**src/rtl/divider_pkg.sv**
```systemverilog
// divider_pkg: shared state encoding, default widths and timing constants for the sequential divider
package divider_pkg;
  typedef enum logic [1:0] {IDLE, CALC, FIX, FINISH} state_t;
  localparam int DIVIDEND_W_DEF = 16;
  localparam int DIVISOR_W_DEF = 8;
  localparam int DIV_LATENCY = DIVIDEND_W_DEF + 2;
  localparam int CNT_W = $clog2(DIVIDEND_W_DEF + 1);
endpackage

```
**src/rtl/divider_step.sv**
```systemverilog
// divider_step: one combinational restoring-division iteration on magnitudes
module divider_step
  import divider_pkg::*;
#(
  parameter int DIVISOR_W = DIVISOR_W_DEF
) (
  input  logic [DIVISOR_W:0]   rem_in,
  input  logic                 bit_in,
  input  logic [DIVISOR_W-1:0] dsr,
  output logic [DIVISOR_W:0]   rem_out,
  output logic                 q_bit
);
  logic [DIVISOR_W+1:0] shifted;
  logic [DIVISOR_W+1:0] diff;
  // shift the next dividend bit in, trial-subtract, keep the difference only when it stayed non-negative
  always_comb begin
    shifted = {rem_in, bit_in};
    diff = shifted - {2'b00, dsr};
    q_bit = ~diff[DIVISOR_W+1];
    rem_out = q_bit ? diff[DIVISOR_W:0] : shifted[DIVISOR_W:0];
  end
endmodule

```
**src/rtl/seq_divider.sv**
```systemverilog
// seq_divider: iterative signed restoring divider, one quotient bit per clock; optional ABORT via DIVIDER_ABORT_EN
module seq_divider
  import divider_pkg::*;
#(
  parameter int DIVIDEND_W = DIVIDEND_W_DEF,
  parameter int DIVISOR_W = DIVISOR_W_DEF
) (
  input  logic                  CLK,
  input  logic                  RST,
  input  logic                  START,
`ifdef DIVIDER_ABORT_EN
  input  logic                  ABORT,
`endif
  input  logic [DIVIDEND_W-1:0] DIVIDEND,
  input  logic [DIVISOR_W-1:0]  DIVISOR,
  output logic                  BUSY,
  output logic                  DONE,
  output logic [DIVIDEND_W-1:0] QUOTIENT,
  output logic [DIVISOR_W-1:0]  REMAINDER,
  output logic                  OVERFLOW,
  output logic                  DIV_BY_ZERO
);
  localparam int CW = $clog2(DIVIDEND_W + 1);
  localparam logic [DIVIDEND_W-1:0] MOST_NEG = {1'b1, {(DIVIDEND_W-1){1'b0}}};
  state_t state;
  logic [CW-1:0] cnt;
  logic [DIVIDEND_W-1:0] dvd;
  logic [DIVISOR_W-1:0] dsr;
  logic [DIVISOR_W:0] rem;
  logic [DIVISOR_W:0] rem_next;
  logic q_bit;
  logic neg_q;
  logic neg_r;
  logic ovf_pend;
  logic dbz_pend;
  logic [DIVIDEND_W-1:0] q_res;
  logic [DIVISOR_W-1:0] r_res;
  logic abort;
`ifdef DIVIDER_ABORT_EN
  assign abort = ABORT;
`else
  assign abort = 1'b0;
`endif
  divider_step #(.DIVISOR_W(DIVISOR_W)) u_step (
    .rem_in (rem),
    .bit_in (dvd[DIVIDEND_W-1]),
    .dsr    (dsr),
    .rem_out(rem_next),
    .q_bit  (q_bit)
  );
  // control FSM plus datapath; dvd doubles as the quotient shift register while CALC runs
  always_ff @(posedge CLK or posedge RST) begin
    if (RST) begin
      state <= IDLE;
      cnt <= '0;
      dvd <= '0;
      dsr <= '0;
      rem <= '0;
      neg_q <= 1'b0;
      neg_r <= 1'b0;
      ovf_pend <= 1'b0;
      dbz_pend <= 1'b0;
      q_res <= '0;
      r_res <= '0;
      BUSY <= 1'b0;
      DONE <= 1'b0;
      QUOTIENT <= '0;
      REMAINDER <= '0;
      OVERFLOW <= 1'b0;
      DIV_BY_ZERO <= 1'b0;
    end else begin
      DONE <= 1'b0;
      case (state)
        IDLE: if (START) begin
          BUSY <= 1'b1;
          OVERFLOW <= 1'b0;
          DIV_BY_ZERO <= 1'b0;
          neg_q <= DIVIDEND[DIVIDEND_W-1] ^ DIVISOR[DIVISOR_W-1];
          neg_r <= DIVIDEND[DIVIDEND_W-1];
          ovf_pend <= (DIVIDEND == MOST_NEG) && (DIVISOR == '1);
          dbz_pend <= DIVISOR == '0;
          dvd <= DIVIDEND[DIVIDEND_W-1] ? -DIVIDEND : DIVIDEND;
          dsr <= DIVISOR[DIVISOR_W-1] ? -DIVISOR : DIVISOR;
          rem <= '0;
          cnt <= CW'(DIVIDEND_W);
          q_res <= '1;
          r_res <= '0;
          state <= (DIVISOR == '0) ? FINISH : CALC;
        end
        CALC: if (abort) begin
          state <= IDLE;
          BUSY <= 1'b0;
        end else begin
          rem <= rem_next;
          dvd <= {dvd[DIVIDEND_W-2:0], q_bit};
          cnt <= cnt - 1'b1;
          state <= (cnt == CW'(1)) ? FIX : CALC;
        end
        FIX: if (abort) begin
          state <= IDLE;
          BUSY <= 1'b0;
        end else begin
          q_res <= neg_q ? -dvd : dvd;
          r_res <= neg_r ? -rem[DIVISOR_W-1:0] : rem[DIVISOR_W-1:0];
          state <= FINISH;
        end
        FINISH: begin
          QUOTIENT <= q_res;
          REMAINDER <= r_res;
          OVERFLOW <= ovf_pend;
          DIV_BY_ZERO <= dbz_pend;
          DONE <= 1'b1;
          BUSY <= 1'b0;
          state <= IDLE;
        end
        default: state <= IDLE;
      endcase
    end
  end
endmodule
```
**config.mk**
```make
export PLATFORM = sky130hd
export DESIGN_NAME = seq_divider
export DESIGN_NICKNAME = d
export VERILOG_FILES = /design/src/rtl/divider_pkg.sv /design/src/rtl/divider_step.sv /design/src/rtl/seq_divider.sv
export SDC_FILE = /design/constraint.sdc
export NUM_CORES = 1
export LEC_CHECK = 0
export CAP_MARGIN = 40
export CORE_AREA = 2 2 101 103
export CTS_BUF_LIST = sky130_fd_sc_hd__clkbuf_4 sky130_fd_sc_hd__clkbuf_8
export DETAILED_ROUTE_END_ITERATION = 16
export DIE_AREA = 0 0 103 105
export GPL_TIMING_DRIVEN = 0
export PLACE_DENSITY = 0.77
export SLEW_MARGIN = 25
export SYNTH_ARGS = -nofsm -noshare
export SYNTH_HDL_FRONTEND = slang
export SYNTH_HIERARCHICAL = 1
export SYNTH_SLANG_ARGS = --single-unit
```
**constraint.sdc**
```tcl
create_clock -name CLK -period 4.3 [get_ports CLK]
set_clock_uncertainty 0.2 [all_clocks]
set_input_delay 0.645 -clock CLK [delete_from_list [all_inputs] [get_ports CLK]]
set_output_delay 0.645 -clock CLK [all_outputs]
set_load 0.02 [all_outputs]
```
==> out/qor.csv, run 1 <==
metric;value;unit
clk_pin_slew_worst_paths;0.10;ns
drt_first_pass_iters;5;
synth_mux_area_frac;0.08337;
crit_path_end_kind;register;
r2r_start;dvd[15];
grt.total_usage;0.2211;
cts_resized;0;
post_drt_wl_per_cell;15.27;um
status;completed;
initial_core_util;0.5434;
nets;647;
tightest_slew;0.7088;ns
synth-main-ff-cell;dfrtp_1;
clockPowerShare;0.119;
postCtsSetupBuffers;0;
fin_area;6151;um^2
seq_power_share;0.337;
drc;0;
synth_cells;534;
cts-buffers-inserted;9;
p_leak;0.002582;uW
cts_tree;done;
final_util;0.6381;
syn_area_per_cell;9.808;um^2
p_total;4703;uW
wirelength;11.25;mm
hold_buffers;0;
ys_top_cells_by_area;dfrtp_1, mux2_2, xor2_1, ha_1, o21ai_0;
path_class;register to register;
post-route-min-period;2.822;ns
gp_congestion;0.8377;
min_to;r_res[1];
p_switching;2031;uW
required;4.37;ns
drt_first_iter_violations;315;
fmax;354.3;MHz
r2r-end;rem[8];
cts.sinks;96;
synth_cell_types;53;
dieWidth;103;um
grt_max_degree;71;
synth_top_cell_area_share;0.4587;
min_from;r_res[1];
syn_area;5238;um^2
r2r_slack;1.48;ns
yosys_register_bits;96;
period_share;0.6563;
dpl.hpwl;8.642;mm
vdd_ir_drop_max;291.8;uV
diodes;0;
area_growth;17.44;%
synth_area_leader_cell;dfrtp_1;
synth-edff-count;0;
dieArea;10820;um^2
rsz0062_at_grt;no;
ant_nets;0;
overflow;0;
root_buffer;clkbuf_8;
grt_pass1_wl;18.64;mm
cap_violations;0;
port_buffers;53;
dpl_cell_area;5967;um^2
synth_top_family_by_area;compound AO/OA/AOI/OAI gates;
combPwrFrac;0.543;
h-tree-depth;3;
critPathLaunch;dvd[15];
finalHoldViolCount;0;
fp-row-count;36;
min_path_type;register to register;
setup_viol;0;
ys_async_sr_fraction;1.000;
vias;4116;
yosys.area_share.simple;0.1307;
io_pins;55;
worstPathArrival;2.89;ns
reg2reg_depth;9;
synth_compound_area_frac;0.1663;
setup_ws;1.478;ns
holdPathStages;2;
switching_share;0.4318;
final_layout_size_suffix_gt1_frac;0.09603;
antenna_found_initial;0;
p_int;2672;uW
maxSlewViolCount;0;
vias_per_cell;5.585;
synthAdderAreaFrac;0.05160;
synthesis.nets;582;
startpoint_type;register;
yosysSeqAreaShare;0.4587;
insertion_delay;0.38;ns
grt_pass1_vias;3946;
synth_warnings;6;
coreArea;9639;um^2
nFillCells;836;
dieHeight;105;um
maxSlewHeadroom;0.5152;
cts_buffer_depth;2;
place_ws;1.201;ns
power.density;764.6;nW/um^2
synthXorXnorAreaFrac;0.07358;
cp_max_fo;3;
power groups by stage:
| stage | logic [uW] | registers (uW) | clock network [uW] |
|---|---|---|---|
| floorplan | 1800 | 1620 | 0 |
| global placement | 2450 | 1570 | 0 |
| detailed placement | 2550 | 1600 | 0 |
| CTS | 2560 | 1580 | 569 |
| global route | 2830 | 1640 | 611 |
| finish | 2560 | 1590 | 562 |
cell type report:
cell class,instances,area (um^2),area share
buffer,21,86.33,0.01404
timing repair buffer,54,558.0,0.09072
multi-input combinational,390,2648,0.4304
tap,133,166.4,0.02705
clock inverter,5,38.79,0.006306
inverter,27,106.4,0.01729
clock buffer,11,145.1,0.02360
sequential,96,2402,0.3906
synthesized netlist by cell type, types with 2 or more instances:
| master | count |
|---|---|
| o31ai_1 | 15 |
| xor2_1 | 32 |
| clkbuf_1 | 18 |
| o21ai_1 | 3 |
| nand3b_1 | 2 |
| dfrtp_1 | 96 |
| o41ai_1 | 3 |
| or4_4 | 2 |
| a21oi_1 | 32 |
| nor2b_1 | 5 |
| a22o_1 | 7 |
| or3_1 | 4 |
| nor3_1 | 8 |
| nor2_1 | 42 |
| a211oi_1 | 3 |
| xnor2_1 | 12 |
| ha_1 | 20 |
| o22a_1 | 3 |
| buf_1 | 2 |
| a32o_1 | 2 |
| mux2i_1 | 8 |
| inv_1 | 26 |
| a21boi_0 | 3 |
| or4_1 | 2 |
| nor4_1 | 3 |
| o21a_1 | 4 |
| nand2_1 | 57 |
| o22ai_1 | 6 |
| mux2_4 | 5 |
| nand2b_1 | 6 |
| o21ai_0 | 50 |
| mux2_2 | 25 |
| nand3_1 | 7 |
| nand4_1 | 2 |
metrics by stage:
step / hold slack [ns] / setup TNS [ns] / std cells
3_3_place_gp: 0.2619 / -30.42 / 720
4_1_cts: 0.2902 / 0 / 737
6_report: 0.2875 / 0 / 737
5_1_grt: 0.3092 / 0 / 737
2_1_floorplan: 0.2444 / 0 / 534
3_5_place_dp: 0.2690 / 0 / 721
logic make-up after synthesis:
group / Yosys count
multiplexers: 38
XOR/XNOR: 44
adder cells (fa/ha/maj): 21
AND/OR/NAND/NOR: 147
flip-flops: 96
buffers and inverters: 48
AO/OA/AOI/OAI: 140
metal layers:
metal,vias to the layer above,part of all wire,GRT usage
li1,1998,-,-
met1,1967,0.45,0.3044
met2,125,0.47,0.3344
met3,26,0.055,0.04615
met4,0,0.027,0.09868
met5,-,0,0
placed cells by master (no fill, tap or decap), types with 3 or more instances in the layout:
| master | netlist | routed |
|---|---|---|
| nor4_1 | 3 | 3 |
| nor3_1 | 8 | 8 |
| o41ai_1 | 3 | 3 |
| a22o_1 | 7 | 7 |
| a21boi_0 | 3 | 3 |
| o21a_1 | 4 | 4 |
| xnor2_1 | 12 | 12 |
| clkbuf_1 | 18 | 18 |
| nor2b_1 | 5 | 5 |
| o31ai_1 | 15 | 15 |
| nand2_1 | 57 | 57 |
| o21ai_0 | 50 | 50 |
| xor2_1 | 32 | 32 |
| o22ai_1 | 6 | 6 |
| ha_1 | 20 | 20 |
| nor2_1 | 42 | 42 |
| inv_1 | 26 | 25 |
| nand3_1 | 7 | 7 |
| mux2_2 | 25 | 25 |
| clkdlybuf4s50_1 | 0 | 53 |
| o22a_1 | 3 | 3 |
| nand2b_1 | 6 | 6 |
| a211oi_1 | 3 | 3 |
| inv_6 | 0 | 3 |
| dfrtp_1 | 96 | 96 |
| mux2_4 | 5 | 5 |
| or3_1 | 4 | 4 |
| clkbuf_8 | 0 | 10 |
| a21oi_1 | 32 | 32 |
| mux2i_1 | 8 | 8 |
| o21ai_1 | 3 | 3 |
worst max-delay path, cell delays in order (launching register included):
cell       delay [ns]
dfrtp_1          0.40
inv_1            0.07
ha_1             0.20
fa_1             0.41
nand2b_1         0.18
a2111oi_0        0.64
nor2_1           0.14
or4b_1           0.19
nand3_1          0.07
a22o_1           0.20
sequential cells by signal (all words and copies together) (netlist names):
name and flops:
q_res 16, ovf_pend 1, QUOTIENT 16, DIV_BY_ZERO 1
REMAINDER 8, dsr 8, state 2, neg_q 1
r_res 8, dvd 16, cnt 5, OVERFLOW 1
dbz_pend 1, rem 9, BUSY 1, DONE 1
neg_r 1
worst max path at each step:
stage | cells past startpoint | slack [ns] | end
final | 9 | 1.48 | rem[8]
after floorplan | 1 | 0.95 | BUSY
after CTS | 9 | 1.50 | rem[8]
after global placement | 2 | -0.32 | dsr[1]
after global routing | 8 | 1.30 | dvd[9]
after detailed placement | 5 | 1.20 | ovf_pend
Power figures use the tool's default switching activity.
==> run 2: changes to the inputs <==
--- a/config.mk
+++ b/config.mk
@@ -6,10 +6,10 @@
 export NUM_CORES = 1
 export LEC_CHECK = 0
 export CAP_MARGIN = 40
-export CORE_AREA = 2 2 101 103
+export CORE_AREA = 2 2 103 105
 export CTS_BUF_LIST = sky130_fd_sc_hd__clkbuf_4 sky130_fd_sc_hd__clkbuf_8
 export DETAILED_ROUTE_END_ITERATION = 16
-export DIE_AREA = 0 0 103 105
+export DIE_AREA = 0 0 105 107
 export GPL_TIMING_DRIVEN = 0
 export PLACE_DENSITY = 0.77
 export SLEW_MARGIN = 25
==> constraint.sdc (replaced) <==
create_clock -name CLK -period 2.3 [get_ports CLK]
set_clock_uncertainty 0.2 [all_clocks]
set_input_delay 0.345 -clock CLK [delete_from_list [all_inputs] [get_ports CLK]]
set_output_delay 0.345 -clock CLK [all_outputs]
set_load 0.02 [all_outputs]
==> out/qor.csv, run 2 (synthesis results as in run 1) <==
metric;value;unit;change
grt_pass1_wl;19.53;mm;+4.7%
post-route-min-period;2.370;ns;-0.4517 ns
clk_pin_slew_worst_paths;0.10;ns;about the same
setup_ws;-0.07044;ns;-1.548 ns
drc;0;;unchanged
multi_input_area;2854;um^2;+7.8%
power.density;1481;nW/um^2;+94%
min_path_type;input port to async pin;;
final_cells;765;;+3.8%
critPathMaxStageDelay;0.44;ns;-0.20 ns
grt.total_usage;0.2167;;-0.004442
cp_cell_sequence;ha_4 -> nor2_4 -> a211oi_4 -> o21ai_2 -> a211o_1 -> buf_6 -> mux2_4 -> a22o_1;;
io_pins;55;;unchanged
drt_first_pass_iters;5;;unchanged
path_class;register to register;;
port_buffers;53;;unchanged
cts_buffer_depth;2;;unchanged
fp-row-count;37;;+2.8%
post_drt_wl_per_cell;15.85;um;+3.8%
vdd_ir_drop_max;614.4;uV;+110%
rsz0062_at_grt;yes;;
cp_max_fo;6;;+3
status;finished, violations left;;
required;2.35;ns;-2.02 ns
root_buffer;clkbuf_8;;
startpoint_type;register;;
cts.sinks;96;;unchanged
gp_congestion;0.8202;;-2.1%
diodes;0;;unchanged
layout_common_cells;dfrtp_1, nand2_1, clkdlybuf4s50_1, o21ai_0, nor2_1;;
dpl.hpwl;8.664;mm;+0.25%
maxSlewViolCount;0;;unchanged
crit_path_end_kind;register;;
ff_latch_area;2410;um^2;+0.31%
crit_family;compound AO/OA/AOI/OAI gates;;
insertion_delay;0.37;ns;about the same
dieArea;11240;um^2;+3.9%
nets;672;;+3.9%
dp_cells;726;;+0.69%
final_layout_size_suffix_gt1_frac;0.2083;;+0.1122
coreArea;10090;um^2;+4.7%
vias_per_cell;5.583;;about the same
dieHeight;107;um;+1.9%
maxSlewHeadroom;0.6496;;+0.1343
grt_pass1_vias;4100;;+3.9%
cts-buffers-inserted;9;;unchanged
h-tree-depth;3;;unchanged
tightest_slew;0.5257;ns;-0.1832 ns
cpMaxStageDelayCell;dfrtp_2;;
top_regs;QUOTIENT (16), dvd (16), q_res (16);;
overflow;0;;unchanged
violations;negative setup slack;;
ant_nets;0;;unchanged
period_share;1.031;;+0.3743
layout_commonest_cell;dfrtp_1;;
antenna_found_initial;0;;unchanged
cp_num_buf_inv;1;;unchanged
grt_max_degree;33;;-54%
cts_tree;done;;
setup_viol;6;;+6
hold_buffers;0;;unchanged
initial_core_util;0.5190;;-0.02439
nFillCells;803;;-3.9%
drt_first_iter_violations;349;;+11%
p_leak;0.002761;uW;+6.9%
finalHoldViolCount;0;;unchanged
cap_violations;0;;unchanged
dieWidth;105;um;+1.9%
fmax;421.9;MHz;+19%
vias;4271;;+3.8%
finalSetupTns;-0.3760;ns;-0.3760 ns
wirelength;12.12;mm;+7.7%
worstPathArrival;2.42;ns;-0.47 ns
area_growth;26.06;%;
run 2: cell types whose count changed in the layout (fill, tap and decap cells not counted), sizes merged:
cell | before | now
inv | 29 | 28
clkbuf | 29 | 28
clkdlybuf4s50 | 53 | 49
dlygate4sd2 | 0 | 3
dlymetal6s2s | 0 | 1
buf | 4 | 29
clkinvlp | 1 | 3
run 2: worst reg2reg max path, delay by kind of cell (launching register included):
kind / cells / cell delay, ns
DFF: 1 / 0.44
muxes: 1 / 0.29
and+or+nand+nor: 1 / 0.05
buffers and inverters: 1 / 0.14
AOI/OAI and AO/OA: 4 / 0.84
adders and majority gates: 1 / 0.31
run 2: repair_timing:
action	4_1_cts	5_1_grt
pin swaps	5	12
endpoints found under the setup margin	41	59
buffers inserted	10	14
gates resized for setup	30	28
run 2: where the power goes:
part	leakage, uW	switching (uW)	internal, uW
Clock	0.0000895	616	434
Combinational	0.00155	2980	2770
Sequential	0.00113	601	2370
run 2: cell type report:
cell class,count,area share
plain buffers,20,0.01402
repair buffers,80,0.1182
clock buffers,10,0.02085
multi-input cells,390,0.4323
flip-flops and latches,96,0.3650
inverters,27,0.01630
well taps,136,0.02577
clock inverters,6,0.007580
run 2: final timing paths:
kind,startpoint,to,slack (ns),depth (start not counted)
setup / recovery,rem[1],rem[2],-0.07,8
hold / removal,RST,REMAINDER[2],0.02,2
setup reg to reg,rem[1],rem[2],-0.07,8
hold reg to reg,dsr[5],dsr[5],0.29,2
max in group asynchronous,RST,q_res[15],1.28,4
min in group CLK,DIVIDEND[11],dvd[11],0.18,3
run 2: through the flow:
step	cell area, um^2	total power [uW]	utilization	setup slack [ns]	hold WS (ns)
floorplan	5329	6581	-	-0.03867	0.2444
global placement	6030	7709	0.5974	-0.4692	0.2609
detailed placement	6090	7947	0.6034	-0.4931	0.2727
CTS	6431	9327	0.6372	-0.06247	0.009952
global route	6603	10470	0.6542	-0.1352	0.01459
finish	6603	9777	0.6542	-0.07044	0.01803
run 2: per-layer routing:
layer,vias to the layer above,global-route usage,share of wire
met3,18,0.03343,0.049
met5,-,0,0
li1,2048,-,-
met4,0,0.05905,0.015
met1,2069,0.2851,0.44
met2,136,0.3743,0.49
==> edit (settings of run 1) <==
Set the package constant `DIVIDEND_W_DEF` to 8 (it was 16).
--- a/src/rtl/divider_pkg.sv
+++ b/src/rtl/divider_pkg.sv
@@ -1,7 +1,7 @@
 // divider_pkg: shared state encoding, default widths and timing constants for the sequential divider
 package divider_pkg;
   typedef enum logic [1:0] {IDLE, CALC, FIX, FINISH} state_t;
-  localparam int DIVIDEND_W_DEF = 16;
+  localparam int DIVIDEND_W_DEF = 8;
   localparam int DIVISOR_W_DEF = 8;
   localparam int DIV_LATENCY = DIVIDEND_W_DEF + 2;
   localparam int CNT_W = $clog2(DIVIDEND_W_DEF + 1);
Ports: changed (resized DIVIDEND and QUOTIENT); port bits go from 55 to 39. The function was not compared with the original's and may differ.
==> edit against run 1 <==
- sequential cell count shrank 25
- final area shrank 22%
- worst setup slack gained 0.11 ns
- routed wire length shrank 28%
- synthesized area shrank 24%
- combinational power shrank 27%
- power shrank 24%
- via count shrank 26%
- core utilization shrank 14 points
- critical path type unchanged
- highest routed layer unchanged
==> edit: results (changes against run 1) <==
| Metric | Value |
|---|---|
| First-pass GRT wire length | 13.9 mm (was 18.6 mm) |
| Cell variety after synth | 57 (was 53) |
| Largest register FFs | 9 |
| Initial DRC count | 157 (was 315) |
| Nets@finish | 475 (was 647) |
| Max cap viols | 0 (unchanged) |
| Hold Crit Start | dsr[7] (was r_res[1]) |
| H-tree Lvls | 3 (unchanged) |
| First-pass detailed-route iteration total | 6 (was 5) |
| DP Wirelength | 6.18 mm (was 8.64 mm) |
| Maximum vdd drop | 0.000229 V (was 0.000292 V) |
| Xor/xnor cell area share of the yosys netlist | 5.91% (was 7.36%) |
| Max clock buf depth | 2 (unchanged) |
| Clk Latency, worst-skew pair | 0.36 ns (was 0.38 ns) |
| Met3 usage | 3.81% (was 4.62%) |
| Commonest cells in the netlist | 71 x dfrtp_1, 36 x nand2_1, 36 x o21ai_0, 24 x inv_1 (was 96 x dfrtp_1, 57 x nand2_1, 50 x o21ai_0, 42 x nor2_1) |
| Fill cells | 922 (was 836) |
| Layout cells sized above 1 | 12.7% (was 9.60%) |
| Post-CTS resize count | 0 (unchanged) |
| Syn. warnings | 6 (unchanged) |
| Max incr delay on CP | 0.55 ns (was 0.64 ns) |
| Global placer's final weighted congestion | 0.886 (was 0.838) |
| FF-to-FF End | rem[8] (unchanged) |
| Critical path data arrival time | 2.77 ns (was 2.89 ns) |
| Worst rel slew slack | 46.4% (was 51.5%) |
| Syn nets | 426 (was 582) |
| R2r startpoint | dvd[7] (was dvd[15]) |
| Pleak | 0.00205 µW (was 0.00258 µW) |
| Largest net degree at the start of global routing | 48 (was 71) |
| Clock transition at path regs | 0.08 ns (was 0.10 ns) |
| Initial antenna violation count | 0 (unchanged) |
| Status | complete, no violations (unchanged) |
| Worst-path fanout max | 3 (unchanged) |
| Tot GR Track Use | 16.3% (was 22.1%) |
| Post-synthesis adder-cell area fraction | 6.44% (was 5.16%) |
| Placed inst area | 4570 µm² (was 5970 µm²) |
| Compound-Gate Fraction of Synth Area | 17.3% (was 16.6%) |
| Vias in the first global route | 2902 (was 3946) |
| IO Port Bufs | 37 (was 53) |
| Post-synth ARST share | 100% (unchanged) |
| DP Worst Slack | 1.44 ns (was 1.20 ns) |
| Mux cell area share after synthesis | 9.73% (was 8.34%) |
| Synth area leaders | dfrtp_1 44%, ha_1 5.9%, mux2_2 5.3%, o21ai_0 4.5%, nand2_1 3.4% (was dfrtp_1 46%, mux2_2 5.4%, xor2_1 5.4%, ha_1 4.8%, o21ai_0 4.8%) |
| GR Layer Usage met2 | 24.6% (was 33.4%) |
| Hold Worst Slack | 0.284 ns (was 0.288 ns) |
| Via density | 5.28 (was 5.58) |
| GRT met1 Usage | 22.7% (was 30.4%) |
| Setup ws final | 1.58 ns (was 1.48 ns) |
| CTS buffer count | 9 (unchanged) |
| Wire per inst | 14.0 µm (was 15.3 µm) |
| Seq/Total Area, Yosys | 44.4% (was 45.9%) |
| Worst hold endpoint | dsr[7] (was r_res[1]) |
edit: changes by cell type after synthesis, sizes merged, moves of 4 or more:
cell | run 1 | this run
xor2 | 32 | 12
o22a | 3 | 7
nand2 | 58 | 37
dfrtp | 96 | 71
o21ai | 54 | 39
nor2 | 42 | 16
a21oi | 33 | 12
o22ai | 6 | 0
mux2 | 30 | 24
edit: routing by layer:
layer  vias up  part of all wire [%]
met5         -                     0
li1       1482                     -
met1      1464                    48
met3        13                   4.1
met4         0                   1.8
met2        71                    46
edit: cell type report:
cell class                      instances  share of cell area (%)
Tap cell                              133                    3.48
Buffer                                 17                    1.65
Inverter                               25                    2.01
Multi-Input combinational cell        274                    42.9
Clock inverter                          6                    1.78
Timing Repair Buffer                   38                    8.32
Sequential cell                        71                    37.1
Clock buffer                           10                    2.75
edit: tightest hold or removal path: stages, from the launching register on:
cell	delay, ns
dfrtp_1	0.34
nand2_1	0.05
o21ai_0	0.06
edit: report_power, final:
group | switching (µW) | total, µW | internal (µW) | leakage (µW)
registers | 201 | 1110 | 910 | 0.000875
logic | 970 | 1860 | 888 | 0.00106
clock network | 256 | 587 | 331 | 0.000106
total | 1430 | 3560 | 2130 | 0.00205
edit: kinds of logic (layout without fill, tap and decap cells):
group	after synthesis	in the layout
compound gates	101	101
xor+xnor	27	27
fa+ha+maj	20	20
buf+inv	42	96
flops	71	71
mux	34	34
simple gates	92	92
edit: worst max path at each step:
stage	start	end
2_1_floorplan	RST	BUSY
5_1_grt	dvd[7]	rem[8]
3_3_place_gp	RST	dsr[7]
4_1_cts	dvd[7]	rem[8]
3_5_place_dp	DIVISOR[2]	state[1]
6_report	dvd[7]	rem[8]
edit: stage by stage:
step                utilization (%)  std cells
floorplan                         -        387
global placement               47.1        557
detailed placement             47.4        558
CTS                            49.6        574
global route                   49.6        574
finish                         49.6        574
